### src/rtl/vendo_2p_fsm.sv
// Two-peso vending controller: debounced-edge coin detection on active-low p1/p5,
// Moore FSM that refunds excess credit one peso per cycle before a one-cycle dispense.
module vendo_2p_fsm (
  input  logic       clk,
  input  logic       reset,
  input  logic       p1,
  input  logic       p5,
  output logic       disp,
  output logic       change,
  output logic [2:0] cstate
);

  typedef enum logic [2:0] {
    IDLE = 3'b000,
    ONE  = 3'b001,
    VEND = 3'b010,
    C1   = 3'b011,
    C2   = 3'b100,
    C3   = 3'b101,
    C4   = 3'b110,
    BAD  = 3'b111
  } state_t;

  state_t state_q, state_d;
  logic   p1_s_q, p1_h_q, p1_arm_q;
  logic   p5_s_q, p5_h_q, p5_arm_q;
  logic   disp_q, change_q;
  logic   p1_ev, p5_ev;

  // The arm bits stay clear until the raw input has been seen high since reset,
  // so a coin already held low when reset releases never registers as an edge.
  always_ff @(posedge clk or negedge reset) begin
    if (!reset) begin
      p1_s_q   <= 1'b1;
      p1_h_q   <= 1'b1;
      p1_arm_q <= 1'b0;
      p5_s_q   <= 1'b1;
      p5_h_q   <= 1'b1;
      p5_arm_q <= 1'b0;
    end else begin
      p1_s_q   <= p1;
      p1_h_q   <= p1_s_q;
      p1_arm_q <= p1_arm_q | p1;
      p5_s_q   <= p5;
      p5_h_q   <= p5_s_q;
      p5_arm_q <= p5_arm_q | p5;
    end
  end

  assign p1_ev = p1_arm_q & p1_h_q & ~p1_s_q;
  assign p5_ev = p5_arm_q & p5_h_q & ~p5_s_q;

  always_comb begin
    state_d = state_q;
    case (state_q)
      IDLE: begin
        if (p5_ev)      state_d = C3;
        else if (p1_ev) state_d = ONE;
      end
      ONE: begin
        if (p5_ev)      state_d = C4;
        else if (p1_ev) state_d = VEND;
      end
      C4:      state_d = C3;
      C3:      state_d = C2;
      C2:      state_d = C1;
      C1:      state_d = VEND;
      VEND:    state_d = IDLE;
      default: state_d = IDLE;
    endcase
  end

  // Outputs are registered from the next state so they track state_q exactly.
  always_ff @(posedge clk or negedge reset) begin
    if (!reset) begin
      state_q  <= IDLE;
      disp_q   <= 1'b0;
      change_q <= 1'b0;
    end else begin
      state_q  <= state_d;
      disp_q   <= (state_d == VEND);
      change_q <= (state_d == C1) || (state_d == C2) ||
                  (state_d == C3) || (state_d == C4);
    end
  end

  assign disp   = disp_q;
  assign change = change_q;
  assign cstate = state_q;

endmodule

### config.mk
export PLATFORM = sky130hd
export DESIGN_NAME = vendo_2p_fsm
export DESIGN_NICKNAME = d
export VERILOG_FILES = /design/src/rtl/vendo_2p_fsm.sv
export SDC_FILE = /design/constraint.sdc
export NUM_CORES = 1
export LEC_CHECK = 0
export ABC_AREA = 1
export BUFFER_PORTS_ARGS = -buffer_cell sky130_fd_sc_hd__buf_2
export CORE_AREA = 2 2 39 41
export CTS_CLUSTER_DIAMETER = 30
export DETAILED_ROUTE_END_ITERATION = 12
export DIE_AREA = 0 0 41 43
export PLACE_DENSITY_LB_ADDON = 0.25
export SYNTH_ARGS = -nofsm -noshare
export SYNTH_HDL_FRONTEND = slang
export SYNTH_SLANG_ARGS = --single-unit
### constraint.sdc
create_clock -name clk -period 1 [get_ports clk]
set_input_delay 0.2 -clock clk [delete_from_list [all_inputs] [get_ports clk]]
set_output_delay 0.2 -clock clk [all_outputs]
set_load 0.01 [all_outputs]
== Word-level counts from Yosys, hierarchy flattened ==
Cells that the tools add are included.
W data, S select, Z words.

* Bitwise operators: 8
* Multiplexer cells: 5
* Reduce and logical (&&, ||, !) cells: 4
* Equality and inequality tests: 10

{| class="wikitable"
|+ Operators with widths
! cell !! number
|-
| $eq A3 B3 Y1 const B || 6
|-
| $pmux W3 S6 || 1
|-
| $mux W3 || 4
|-
| $eq A3 B2 Y1 const B || 3
|-
| $and A1 B1 Y1 || 4
|-
| $eq A3 B1 Y1 const B || 1
|-
| $logic_not A3 Y1 || 1
|-
| $logic_or A1 B1 Y1 || 3
|-
| $not A1 Y1 || 2
|-
| $or A1 B1 Y1 || 2
|}

* Output and inout port bits: 5
* Bits in registers: 11
* Input port bits: 4
* Logic and storage cells: 36

== Depth between registers and ports, before layout ==
Gate-level depths: netlist (run 1).

* Depth in word-level cells: 9
* Mapped depth: 6
* Depth with buffers taken out: 6

== Least setup slack after synthesis (run 1) ==
No wires, ideal clock.

* Path kind: register to register
* From: register p5_s_q
* To: register state_q[0] (netlist: cstate[0])
* Setup slack: 0.038 ns
* Library setup time: 0.121 ns
* Cell stages (with the launch flop): 6
* Data required time: 0.879 ns
* Period minus slack after synthesis: 0.962 ns
* Path buffers: 0
* Arrival: 0.841 ns
* Cell sequence: dfstp_2 inv_1 nand3_1 nand2_1 a21oi_1 nand2_1

* Longest elaborated chain between the ends: 4
* Elaborated cells between the ends (all ways): 5
* Classes of those cells: mux: 3; bitwise: 2

{| class="wikitable"
|+ Ends and longest elaborated chain
! item !! RTL line !! RTL
|-
| from (decl) || 26 || <nowiki>logic p5_s_q, p5_h_q, p5_arm_q;</nowiki>
|-
| from (signal assigned) || 44 || <nowiki>p5_s_q <= p5;</nowiki>
|-
| $not A1 Y1 * || 51 || <nowiki>assign p5_ev = p5_arm_q & p5_h_q & ~p5_s_q;</nowiki>
|-
| $and A1 B1 Y1 * || 51 ||
|-
| $mux W3, on equally long branches || 61, 57 ||
|-
| $pmux W3 S6 * || 55 || <nowiki>case (state_q)</nowiki>
|-
| named net state_d[0] || 24 || <nowiki>state_t state_q, state_d;</nowiki>
|-
| to (signal assigned) || 80 || <nowiki>state_q <= state_d;</nowiki>
|-
| to (decl) || 24 ||
|}

Mark *: on every way through the listed nets, which the timed path passes. The rest lies on a longest branch.

== Final worst setup path (run 1) ==
* From: register state_q[1] (netlist: cstate[1])
* To: output cstate[1]

{| class="wikitable"
|+ RTL lines
! item !! RTL line !! RTL
|-
| to (decl) || 10 || <nowiki>output logic [2:0] cstate</nowiki>
|}

No word-level cell between the ends.

==> results_dict.tcl, run 1 <==
set metrics [dict create \
    routed_via_density 4.59 \
    layout-drive-gt1-share 0.610 \
    fp-row-count 14 \
    max_freq_ghz 0.963 \
    final_common_cell "buf_2" \
    antenna_found_initial 0 \
    r2r-start "p5_s_q" \
    crit_chain "buf_2" \
    clockRootBuffer "clkbuf_4" \
    die_area_sq_mm 0.00176 \
    clk_latency_ns 0.28 \
    grt_use_total 0.116 \
    post_synth.cell_area_avg_sq_um 9.95 \
    cp-start-kind "flip-flop" \
    cts_buffers 3 \
    reg2reg_depth 5 \
    htree_levels 1 \
    clk_pin_slew_ns 0.07 \
    grt_pass1_wl_microns 1210 \
    r2r-end "cstate[0]" \
    ys_types 12 \
    worstPathArrival_ns 0.84 \
    cp-end-kind "primary output" \
    finalSetupViolations 4 \
    worst_slack_ns -0.0380 \
    ant_nets 0 \
    drv_slew 0 \
    violations "setup timing" \
    io_pins 9 \
    critPathRequiredTime_ns 0.80 \
    slew_headroom 0.839 \
    critPathLaunch "cstate[1]" \
    fin_crit_ns 1.04 \
    rsz0062_at_grt "true" \
    cp_slowest_cell "dfrtp_1" \
    drt-wirelength-per-cell_microns 10.5 \
    total_power_mw 1.60 \
    die_w_microns 41 \
    ys_ff_latch 11 \
    cts_tree "built" \
    peakVddDrop_uv 1120 \
    core_area_sq_mm 0.00138 \
    mostFrequentLayoutCells "buf_2, nand2_1, dfrtp_1" \
    finClkSkew_ns 0.00808 \
    finalHoldViolCount 0 \
    gp_congestion 0.702 \
    cp.depth 1 \
    seq_area_frac_synth 0.671 \
    grt_max_degree 12 \
    hold_class "in -> reg" \
    hpwl_microns 492 \
    status "finished, violations left" \
    chipHeight_microns 43 \
    grt_pass1_vias 301 \
    cp_slowest_stage_delay_ns 0.41 \
    initial_core_util 0.302 \
    drc 0 \
    drtPass1Iterations 4 \
    tightestPinTransition_ns 0.241 \
    crit_type "reg -> out" \
    syn_area_sq_um 418 \
    clock-sinks 11 \
    regToRegSetupSlack_ns -0.02 \
    syn_nets 46 \
    worstSetupEndpoint "cstate[1]" \
    holdWs_ns 0.0304 \
    via_count 344 \
    finalNetCount 64 \
    yosys_warnings 0 \
    syn_to_final_growth_pct 40.4 \
    diodes 0 \
    cts_buffer_depth 2 \
    crit_family "flip-flops" \
    io_buffers 8 \
    power.leakage_nw 0.288 \
    routed_wl_microns 785 \
    period_share 1.04 \
    p_per_area_mw_per_mm2 2720 \
    cap_violations 0 \
    synthCells 42 \
    grt_overflow 0 \
    path_buf_inv 1 \
    critPathMaxFanout 4 \
    dr.first_iter.drc_count 10 \
]
[state kept, by name (all words and copies together), names as in the netlist]
signal and count:
p5_h_q 1, p1_s_q 1, cstate 3, p5_arm_q 1
p1_h_q 1, p1_arm_q 1, disp 1, p5_s_q 1
change 1
[worst min path at each step]
stage          cells past startpoint  startpoint         to
2_1_floorplan                      0       reset     change
5_1_grt                            1          p1     p1_s_q
4_1_cts                            1          p5     p5_s_q
3_5_place_dp                       1       reset       disp
6_report                           1          p5     p5_s_q
3_3_place_gp                       1       reset  cstate[2]
[through the flow]
stage	cells	setup slack, ns	area [sq um]	TNS, ns	util
finish	75	-0.0380	587	-0.0771	0.424
global route	75	-0.0870	587	-0.297	0.424
CTS	75	-0.0455	561	-0.0747	0.405
detailed placement	66	-0.0368	478	-0.0764	0.345
global placement	66	-0.0185	478	-0.0339	0.345
floorplan	42	0.0383	418	0	-
[report_power, final]
group	switching (mW)	internal, mW	leakage (nW)	total [mW]
sequential	0.0490	0.552	0.122	0.601
clock	0.151	0.155	0.0150	0.306
combinational	0.383	0.307	0.150	0.690
total	0.583	1.01	0.288	1.60
[cells in the mapped netlist]
library cell	n	area [sq um]
nor2_2	2	12.5
nor2_1	5	18.8
nand4_1	1	6.26
nand3_1	4	20.0
nand2_1	10	37.5
inv_1	3	11.3
dfstp_2	4	105
or2_2	2	12.5
inv_2	2	7.51
o22ai_1	1	6.26
dfrtp_1	7	175
a21oi_1	1	5.00
[layer usage]
metal,vias to the layer above,share of wire,track usage,wire length [microns]
met5,-,0,0,0
met4,0,0.029,0.0800,23
li1,167,-,-,-
met3,4,0.11,0.0942,89
met2,17,0.49,0.153,387
met1,156,0.36,0.117,284
[layout make-up]
| cell class | instances | area, sq um |
|---|---|---|
| clock buffers | 4 | 26.3 |
| fillers | 143 | 797 |
| inverters | 5 | 21.3 |
| multi-input cells | 26 | 155 |
| flip-flops and latches | 11 | 280 |
| well taps | 16 | 20.0 |
| repair buffers | 13 | 83.8 |
[worst reg2reg max path, cell delays in order (launching register included)]
cell and delay, ns:
dfstp_2 0.55, inv_2 0.04, nand3_2 0.07, nand2_1 0.08, a21oi_2 0.12, nand2_1 0.06
[cell families after synthesis]
logic type	share of synthesized area
simple gates	0.258
flops	0.671
buf+inv	0.0449
compound gates	0.0269
[repair_timing]
item	CTS	global route
resized for setup	4	9
setup buffers	4	0
pin swaps	2	2
hold buffers	1	0
endpoints found under the hold margin	7	0
setup endpoints to repair	6	8
No activity file was read; power rests on OpenSTA's default activity.
==> inputs of run 2 (changes only) <==
- CTS_CLUSTER_DIAMETER: 30 -> 200
- clock period: 1 -> 0.9 ns (I/O delays scaled with it)
==> run 2 against run 1 <==
The flow still finishes with violations (setup timing). Combinational power is 43% higher. Sequential share of layout area is 6.9 points lower. Sequential power is 16% higher. Critical path depth is 1 higher. Global-route usage is 1.1 points higher. Clock-buffer cell count stayed put. First-iteration DRC count is 40% lower. Clock skew is 0.0047 ns lower. Critical path type unchanged. Largest cell class unchanged. Highest routed layer unchanged.
==> results_dict.tcl, run 2 (synthesis gave the netlist of run 1 again) <==
set metrics [dict create \
    status "finished, violations left" \
    violations "setup timing" \
    fin_crit_ns 1.07 \
    hpwl_microns 519 \
    io_pins 9 \
    grt_max_degree 12 \
    multi_input_area_sq_um 185 \
    hold_class "in -> reg" \
    worstPathArrival_ns 0.89 \
    combinationalPowerShare 0.492 \
    pre_cts_ws_ns -0.109 \
    grt_use_total 0.127 \
    total_power_mw 2.01 \
    cp-start-kind "flip-flop" \
    placed_area_sq_um 505 \
    final_common_cell "nand2_1" \
    whs_path_depth 2 \
    clock-sinks 11 \
    fillers 132 \
    antenna_found_initial 0 \
    layout-drive-gt1-share 0.677 \
    finalNetCount 70 \
    diodes 0 \
    reg2reg_depth 5 \
    routed_wl_microns 865 \
    ff_latch_area_sq_um 283 \
    cap_violations 0 \
    mostFrequentLayoutCells "nand2_1, buf_4, dfrtp_1, buf_2, buf_6" \
    sw_frac_of_total 0.351 \
    peakVddDrop_uv 1200 \
    intPower_mw 1.30 \
    clockPowerShare 0.159 \
    die_area_sq_mm 0.00176 \
    period_share 1.19 \
    worst_slack_ns -0.174 \
    slew_headroom 0.835 \
    largest_reg_flops 3 \
    cts_tree "built" \
    initial_core_util 0.302 \
    drc 0 \
    power.leakage_nw 0.321 \
    critPathRequiredTime_ns 0.72 \
    gp_congestion 0.728 \
    place_inst 68 \
    cp_slowest_stage_delay_ns 0.41 \
    crit_top_cell "buf_6" \
    clockRootBuffer "clkbuf_4" \
    crit_type "reg -> out" \
    cts_buffers 3 \
    cp_slowest_cell "dfrtp_2" \
    tightestPinTransition_ns 0.247 \
    chipHeight_microns 43 \
    max_freq_ghz 0.931 \
    rsz0062_at_grt "true" \
    p_switching_mw 0.704 \
    critPathMaxFanout 2 \
    htree_levels 1 \
    ant_nets 0 \
    design_area_sq_um 692 \
    core_area_sq_mm 0.00138 \
    drtPass1Iterations 3 \
    seqPwrFrac 0.349 \
    fin_cells 81 \
    drt-wirelength-per-cell_microns 10.7 \
    grt_overflow 0 \
    routed_via_density 4.57 \
    p_per_area_mw_per_mm2 2900 \
    fp-row-count 14 \
    dr.first_iter.drc_count 6 \
    grt_pass1_wl_microns 1370 \
    crit_chain "buf_6 > buf_6" \
    die_w_microns 41 \
    grt_pass1_vias 356 \
    via_count 370 \
    io_buffers 8 \
    fin_setup_tns_ns -0.870 \
    cts_buffer_depth 2 \
    finalSetupViolations 10 \
    finalHoldViolCount 0 \
    clk_pin_slew_ns 0.07 \
    syn_to_final_growth_pct 65.6 \
    drv_slew 0 \
    cp-end-kind "primary output" \
    clk_latency_ns 0.26 \
    finClkSkew_ns 0.00340 \
]
[run 2: through the flow]
step                      hold slack [ns]   util
after global routing                0.106  0.500
after global placement             0.0602  0.365
final                               0.116  0.500
after floorplan                    -0.116      -
after detailed placement           0.0605  0.365
after CTS                          0.0117  0.447
[run 2: cell type report]
type,instances,area share
Timing Repair Buffer,19,0.226
Inverter,5,0.0307
Multi-Input combinational cell,26,0.268
Tap cell,16,0.0289
Clock buffer,4,0.0380
Sequential cell,11,0.409
[run 2: power groups by stage]
stage / registers, mW / logic (mW) / clock network, mW
final: 0.700 / 0.988 / 0.319
after global routing: 0.711 / 1.09 / 0.383
after CTS: 0.689 / 0.866 / 0.341
after detailed placement: 0.731 / 0.554 / 0
after global placement: 0.729 / 0.553 / 0
after floorplan: 0.780 / 0.274 / 0
[run 2: routing by layer]
| metal | GRT usage | share of wire |
|---|---|---|
| met1 | 0.125 | 0.38 |
| met2 | 0.197 | 0.53 |
| met3 | 0.0942 | 0.079 |
| met4 | 0.0400 | 0.012 |
| met5 | 0 | 0 |
[run 2: worst paths after layout]
check                      startpoint   endpoint  slack (ns)
setup / recovery            cstate[1]  cstate[1]       -0.17
hold / removal                     p1   p1_arm_q        0.12
setup reg to reg               p5_h_q       disp       -0.13
hold reg to reg                p1_s_q     p1_h_q        0.37
max in group asynchronous       reset     p5_h_q        0.33
min in group asynchronous       reset       disp        0.31
[run 2: critical path, delay by kind of cell (launching register included)]
kind                   cells  cell delay (ns)
flip-flops                 1             0.41
buffers and inverters      2             0.23
[run 2: what timing repair did]
action	in CTS	in global routing
endpoints found under the hold margin	7	2
gates resized for setup	11	10
hold buffers	1	2
pin swaps	3	4
buffers inserted	5	1
setup endpoints to repair	10	10
